<file path="src/rtl/mc_main_control.sv">
// Multicycle MIPS main-control FSM: decodes opcode, sequences fetch/decode/execute/memory/writeback.
// Optional addi support is enabled by defining MC_CTRL_ADDI_EN.
module mc_main_control #(
  parameter int MEM_TIMEOUT = 16
) (
  input  logic       clk,
  input  logic       rst,
  input  logic [5:0] opcode,
  input  logic       mem_ready,
  output logic       pc_write,
  output logic       pc_write_cond,
  output logic       i_or_d,
  output logic       mem_read,
  output logic       mem_write,
  output logic       ir_write,
  output logic       mem_to_reg,
  output logic       reg_dst,
  output logic       reg_write,
  output logic       alu_src_a,
  output logic [1:0] alu_src_b,
  output logic [1:0] pc_source,
  output logic [1:0] alu_op,
  output logic [3:0] state,
  output logic       illegal_op,
  output logic       mem_timeout
);

  localparam int CNT_W = $clog2(MEM_TIMEOUT);

  localparam logic [5:0] OP_RTYPE = 6'b000000;
  localparam logic [5:0] OP_LW    = 6'b100011;
  localparam logic [5:0] OP_SW    = 6'b101011;
  localparam logic [5:0] OP_BEQ   = 6'b000100;
  localparam logic [5:0] OP_J     = 6'b000010;
`ifdef MC_CTRL_ADDI_EN
  localparam logic [5:0] OP_ADDI  = 6'b001000;
`endif

  typedef enum logic [3:0] {
    S_FETCH   = 4'd0,
    S_DECODE  = 4'd1,
    S_MEM_ADDR = 4'd2,
    S_MEM_RD  = 4'd3,
    S_MEM_WB  = 4'd4,
    S_MEM_WR  = 4'd5,
    S_R_EX    = 4'd6,
    S_R_WB    = 4'd7,
    S_BR      = 4'd8,
    S_JMP     = 4'd9,
    S_ADDI_EX = 4'd10,
    S_ADDI_WB = 4'd11
  } state_e;

  state_e           state_q, state_d;
  logic [CNT_W-1:0] wait_q, wait_d;
  logic [1:0]       alu_op_q, alu_op_d;
  logic             illegal_q, timeout_q;
  logic             illegal_hit, timeout_hit;
  logic             in_wait, at_limit;

  assign in_wait  = (state_q == S_FETCH) || (state_q == S_MEM_RD) || (state_q == S_MEM_WR);
  assign at_limit = (wait_q == CNT_W'(MEM_TIMEOUT - 1));

  // NOTE: every variable gets a default before the case so no path can infer a latch.
  always_comb begin
    state_d     = S_FETCH;
    wait_d      = '0;
    illegal_hit = 1'b0;
    timeout_hit = 1'b0;
    case (state_q)
      S_FETCH:    state_d = mem_ready ? S_DECODE : S_FETCH;
      S_DECODE: begin
        case (opcode)
          OP_LW, OP_SW: state_d = S_MEM_ADDR;
          OP_RTYPE:     state_d = S_R_EX;
          OP_BEQ:       state_d = S_BR;
          OP_J:         state_d = S_JMP;
`ifdef MC_CTRL_ADDI_EN
          OP_ADDI:      state_d = S_ADDI_EX;
`endif
          default: begin
            state_d     = S_FETCH;
            illegal_hit = 1'b1;
          end
        endcase
      end
      S_MEM_ADDR: state_d = (opcode == OP_SW) ? S_MEM_WR : S_MEM_RD;
      S_MEM_RD:   state_d = mem_ready ? S_MEM_WB : S_MEM_RD;
      S_MEM_WB:   state_d = S_FETCH;
      S_MEM_WR:   state_d = mem_ready ? S_FETCH : S_MEM_WR;
      S_R_EX:     state_d = S_R_WB;
      S_R_WB:     state_d = S_FETCH;
      S_BR:       state_d = S_FETCH;
      S_JMP:      state_d = S_FETCH;
`ifdef MC_CTRL_ADDI_EN
      S_ADDI_EX:  state_d = S_ADDI_WB;
      S_ADDI_WB:  state_d = S_FETCH;
`endif
      default:    state_d = S_FETCH;
    endcase

    // A stalled memory state either times out or keeps counting; mem_ready always wins.
    if (in_wait && !mem_ready) begin
      if (at_limit) begin
        timeout_hit = 1'b1;
        state_d     = S_FETCH;
      end else begin
        wait_d = wait_q + CNT_W'(1);
      end
    end
  end

  // alu_op is registered from the next state so the ALU-control register sees it one edge early.
  always_comb begin
    case (state_d)
      S_R_EX:  alu_op_d = 2'b10;
      S_BR:    alu_op_d = 2'b01;
      default: alu_op_d = 2'b00;
    endcase
  end

  // NOTE: sequential state uses non-blocking assignments so all registers update from pre-edge values.
  always_ff @(posedge clk) begin
    if (rst) begin
      state_q   <= S_FETCH;
      wait_q    <= '0;
      alu_op_q  <= 2'b00;
      illegal_q <= 1'b0;
      timeout_q <= 1'b0;
    end else begin
      state_q  <= state_d;
      wait_q   <= wait_d;
      alu_op_q <= alu_op_d;
      if (illegal_hit) illegal_q <= 1'b1;
      if (timeout_hit) timeout_q <= 1'b1;
    end
  end

  always_comb begin
    pc_write      = 1'b0;
    pc_write_cond = 1'b0;
    i_or_d        = 1'b0;
    mem_read      = 1'b0;
    mem_write     = 1'b0;
    ir_write      = 1'b0;
    mem_to_reg    = 1'b0;
    reg_dst       = 1'b0;
    reg_write     = 1'b0;
    alu_src_a     = 1'b0;
    alu_src_b     = 2'b00;
    pc_source     = 2'b00;
    case (state_q)
      S_FETCH: begin
        mem_read  = 1'b1;
        alu_src_b = 2'b01;
        ir_write  = mem_ready;
        pc_write  = mem_ready;
      end
      S_DECODE:   alu_src_b = 2'b11;
      S_MEM_ADDR: begin
        alu_src_a = 1'b1;
        alu_src_b = 2'b10;
      end
      S_MEM_RD: begin
        mem_read = 1'b1;
        i_or_d   = 1'b1;
      end
      S_MEM_WB: begin
        reg_write  = 1'b1;
        mem_to_reg = 1'b1;
      end
      S_MEM_WR: begin
        mem_write = 1'b1;
        i_or_d    = 1'b1;
      end
      S_R_EX:     alu_src_a = 1'b1;
      S_R_WB: begin
        reg_write = 1'b1;
        reg_dst   = 1'b1;
      end
      S_BR: begin
        alu_src_a     = 1'b1;
        pc_write_cond = 1'b1;
        pc_source     = 2'b01;
      end
      S_JMP: begin
        pc_write  = 1'b1;
        pc_source = 2'b10;
      end
`ifdef MC_CTRL_ADDI_EN
      S_ADDI_EX: begin
        alu_src_a = 1'b1;
        alu_src_b = 2'b10;
      end
      S_ADDI_WB:  reg_write = 1'b1;
`endif
      default: ;
    endcase

    // An instruction abandoned by reset must not commit anything in the reset cycle.
    if (rst) begin
      pc_write      = 1'b0;
      pc_write_cond = 1'b0;
      mem_write     = 1'b0;
      ir_write      = 1'b0;
      reg_write     = 1'b0;
    end
  end

  assign alu_op      = alu_op_q;
  assign state       = state_q;
  assign illegal_op  = illegal_q;
  assign mem_timeout = timeout_q;

endmodule

</file>
<file path="config.mk">
export PLATFORM = sky130hd
export DESIGN_NAME = mc_main_control
export DESIGN_NICKNAME = d
export VERILOG_FILES = /design/src/rtl/mc_main_control.sv
export SDC_FILE = /design/constraint.sdc
export NUM_CORES = 1
export LEC_CHECK = 0
export CORE_ASPECT_RATIO = 1.5
export CORE_MARGIN = 5
export CORE_UTILIZATION = 24
export DETAILED_ROUTE_END_ITERATION = 7
export PLACE_DENSITY = 0.54
export SLEW_MARGIN = 20
export SYNTH_ARGS = -nofsm -noshare
export SYNTH_HDL_FRONTEND = slang
export SYNTH_SLANG_ARGS = --single-unit
</file>
<file path="constraint.sdc">
create_clock -name clk -period 2.4 [get_ports clk]
set_clock_uncertainty 0.2 [all_clocks]
set_input_delay 0.48 -clock clk [delete_from_list [all_inputs] [get_ports clk]]
set_output_delay 0.48 -clock clk [all_outputs]
set_load 0.02 [all_outputs]
</file>
==> flow_summary_export.csv <==
group,metric,value,unit
synth,yosysWarnings,0,
power,ir_drop,0.2884,mV
synth,syn_inst,116,
critical_path,required,1720,ps
timing,fin_crit_sh,0.9523,
timing,post-route-min-period,2285,ps
finish,n_antenna_cell,0,
timing,finalSetupViolations,0,
placed_design,dpl.hpwl,2161,um
timing,setup_tns,0,ps
run,maxCapViolCount,0,
critical_path,cp-start-kind,"register",
timing,maxSlewViolCount,0,
floorplan,dieArea,5220,um2
power,power,527.6,uW
clock_network,tritoncts,"yes",
critical_path,critical_path_arrival,1610,ps
clock_network,clk_path_buf_depth,2,
power,seq_power_share,0.398,
power,combPwrFrac,0.194,
finish,multi_input_area,604.3,um2
timing,slew_headroom,0.7661,
routing,via_per_inst,4.840,
synth,synth-seq-cells,12,
global_route,grt_pass1_vias,971,
finish,fillers,403,
clock_network,root_buffer,"clkbuf_8",
clock_network,cts_buffers,3,
floorplan,ios,31,
placed_design,gp_congestion,0.8102,
routing,drtIter0Drc,39,
routing,wire_per_inst,13.06,um
placed_design,io_buffers,30,
finish,layout_commonest_cell,"clkdlybuf4s50_1",
routing,dr_total_vias,968,
critical_path,worst-path-max-fanout,7,
critical_path,critPathMaxStageDelay,630,ps
timing,fmax,437.6,MHz
min_path,holdCritPathClass,"register to register",
run_status,outcome,"finished clean",
global_route,grt_pass1_wl,4457,um
finish,seqCellArea,241.5,um2
power,p_int,400.9,uW
synth,synth_edf_count,0,
timing,hold_viol_final,0,
clock_network,h-tree-depth,1,
routing,ant_nets,0,
finish,drive_above_1_share,0.2229,
critical_path,critPathBufInv,2,
routing,routed_wl,2611,um
timing,rsz0062_at_grt,"no",
critical_path,cp_cell_sequence,"buf_4 > nor3_1 > clkdlybuf4s50_1",
synth,yosysSeqAreaShare,0.2598,
critical_path,slowest_stage,"clkdlybuf4s50_1",
synth,synth_cell_types,42,
timing,tightest_slew,346.1,ps
global_route,grt_max_degree,12,
synth,synthFlopType,"dfxtp_1",
critical_path,crit_family,"buffers and inverters",
power,leakage,0.5946,nW
global_route,antenna_found_initial,0,
power,power_density,385.8,nW/um2
clock_network,cts_sinks,12,
critical_path,path_class,"register to primary output",
routing,dr.pass1.iters,4,
synth,synth.avg_cell_area,7.971,um2
floorplan,die_h,86.02,um
power,p_sw,126.7,uW
global_route,overflow,0,
synth,async_flop_share,0,
floorplan,core_area,3716,um2
finish,layout.nets,168,
synth,syn_nets,126,
floorplan,placementRows,27,
critical_path,reg2reg_slack,350,ps
critical_path,crit_path_end_kind,"primary output",
power,switching_share,0.2402,
synth,syn_area,924.6,um2
power,clkPwrFrac,0.408,
floorplan,initial_core_util,0.2488,
floorplan,die_w,60.68,um
finish,mostFrequentLayoutCells,"clkdlybuf4s50_1, buf_4, nor2_1, dfxtp_1, a21oi_1",
clock_network,clk_latency,230,ps
finish,area_delta_synth_final,47.90,%
clock_network,cts.reportedPaths.clkPinSlew,50,ps
routing,drc,0,
global_route,grt_util_all_layers,0.1071,
worst reg2reg max path: stages (launching register included):
cell      delay (ps)
dfxtp_1          470
buf_4            230
nor4bb_1         380
a221oi_1         110
o221ai_1         240
nor2b_1           80
o31a_1           230
state kept, by name, indices dropped and copies added (netlist names):
| register | flops |
|---|---|
| state | 4 |
| illegal_op | 1 |
| mem_timeout | 1 |
| alu_op | 2 |
| wait_q | 4 |
power groups by stage:
stage / registers (mW) / logic [mW] / clock network, mW
after CTS: 0.210 / 0.105 / 0.222
after global placement: 0.214 / 0.106 / 0
after floorplan: 0.214 / 0.0591 / 0
after detailed placement: 0.214 / 0.108 / 0
final: 0.210 / 0.102 / 0.215
after global routing: 0.211 / 0.112 / 0.230
cell type report:
class,count,area share
Clock buffer,4,0.04026
Timing Repair Buffer,46,0.2909
Inverter,4,0.01098
Tap cell,43,0.03934
Sequential cell,12,0.1766
Multi-Input combinational cell,91,0.4419
worst paths after layout:
check,from,end,depth (start not counted)
min,illegal_op,illegal_op,2
min reg2reg,illegal_op,illegal_op,2
max reg2reg,state[2],alu_op[0],6
max,state[3],alu_src_b[0],3
cells by family after synthesis:
logic type      after synthesis  share of synthesized area
xor+xnor                      5                    0.04737
simple gates                 62                     0.4222
fa+ha+maj                     1                    0.01353
compound gates               23                     0.1705
buf+inv                      13                    0.08659
flops                        12                     0.2598
cells in the mapped netlist (2+ instances only):
master,instances,area share
xor2_1,2,0.019
o21a_1,3,0.024
nor3b_1,3,0.024
nor2b_1,5,0.034
nand2_1,4,0.016
nor3_1,6,0.032
nor2_2,2,0.014
a21oi_1,7,0.038
buf_4,2,0.016
inv_1,4,0.016
nand3_1,2,0.011
dfxtp_1,12,0.26
nor4_1,5,0.034
xnor2_1,3,0.028
a221oi_1,2,0.019
clkbuf_1,3,0.012
and3_1,2,0.014
nor2_1,15,0.061
nand2b_1,6,0.041
o21ai_0,4,0.022
buf_6,3,0.037
what timing repair did:
item / in CTS / in global routing
hold buffers: 0 / 0
setup buffers: 0 / 0
gates resized for setup: 16 / 10
endpoints found under the setup margin: 11 / 6
metal layers:
metal / vias to the layer above / wire length (um) / global-route usage
met2: 20 / 1370 / 0.1821
met4: 0 / 16 / 0.03748
met5: - / 0 / 0
met3: 2 / 124 / 0.009036
li1: 494 / - / -
met1: 452 / 1099 / 0.1369
stage by stage:
step                instances  instance area (um2)    util  hold WS, ps  setup slack [ps]
global placement          196                 1334  0.3589        236.3            -323.7
finish                    200                 1368  0.3680        247.0             114.6
detailed placement        196                 1334  0.3589        243.7            -344.9
global route              200                 1368  0.3680        283.9             33.22
floorplan                 116                924.6       -        227.7             106.4
CTS                       200                 1380  0.3714        252.7             6.531
No activity file was read; power rests on OpenSTA's default activity.
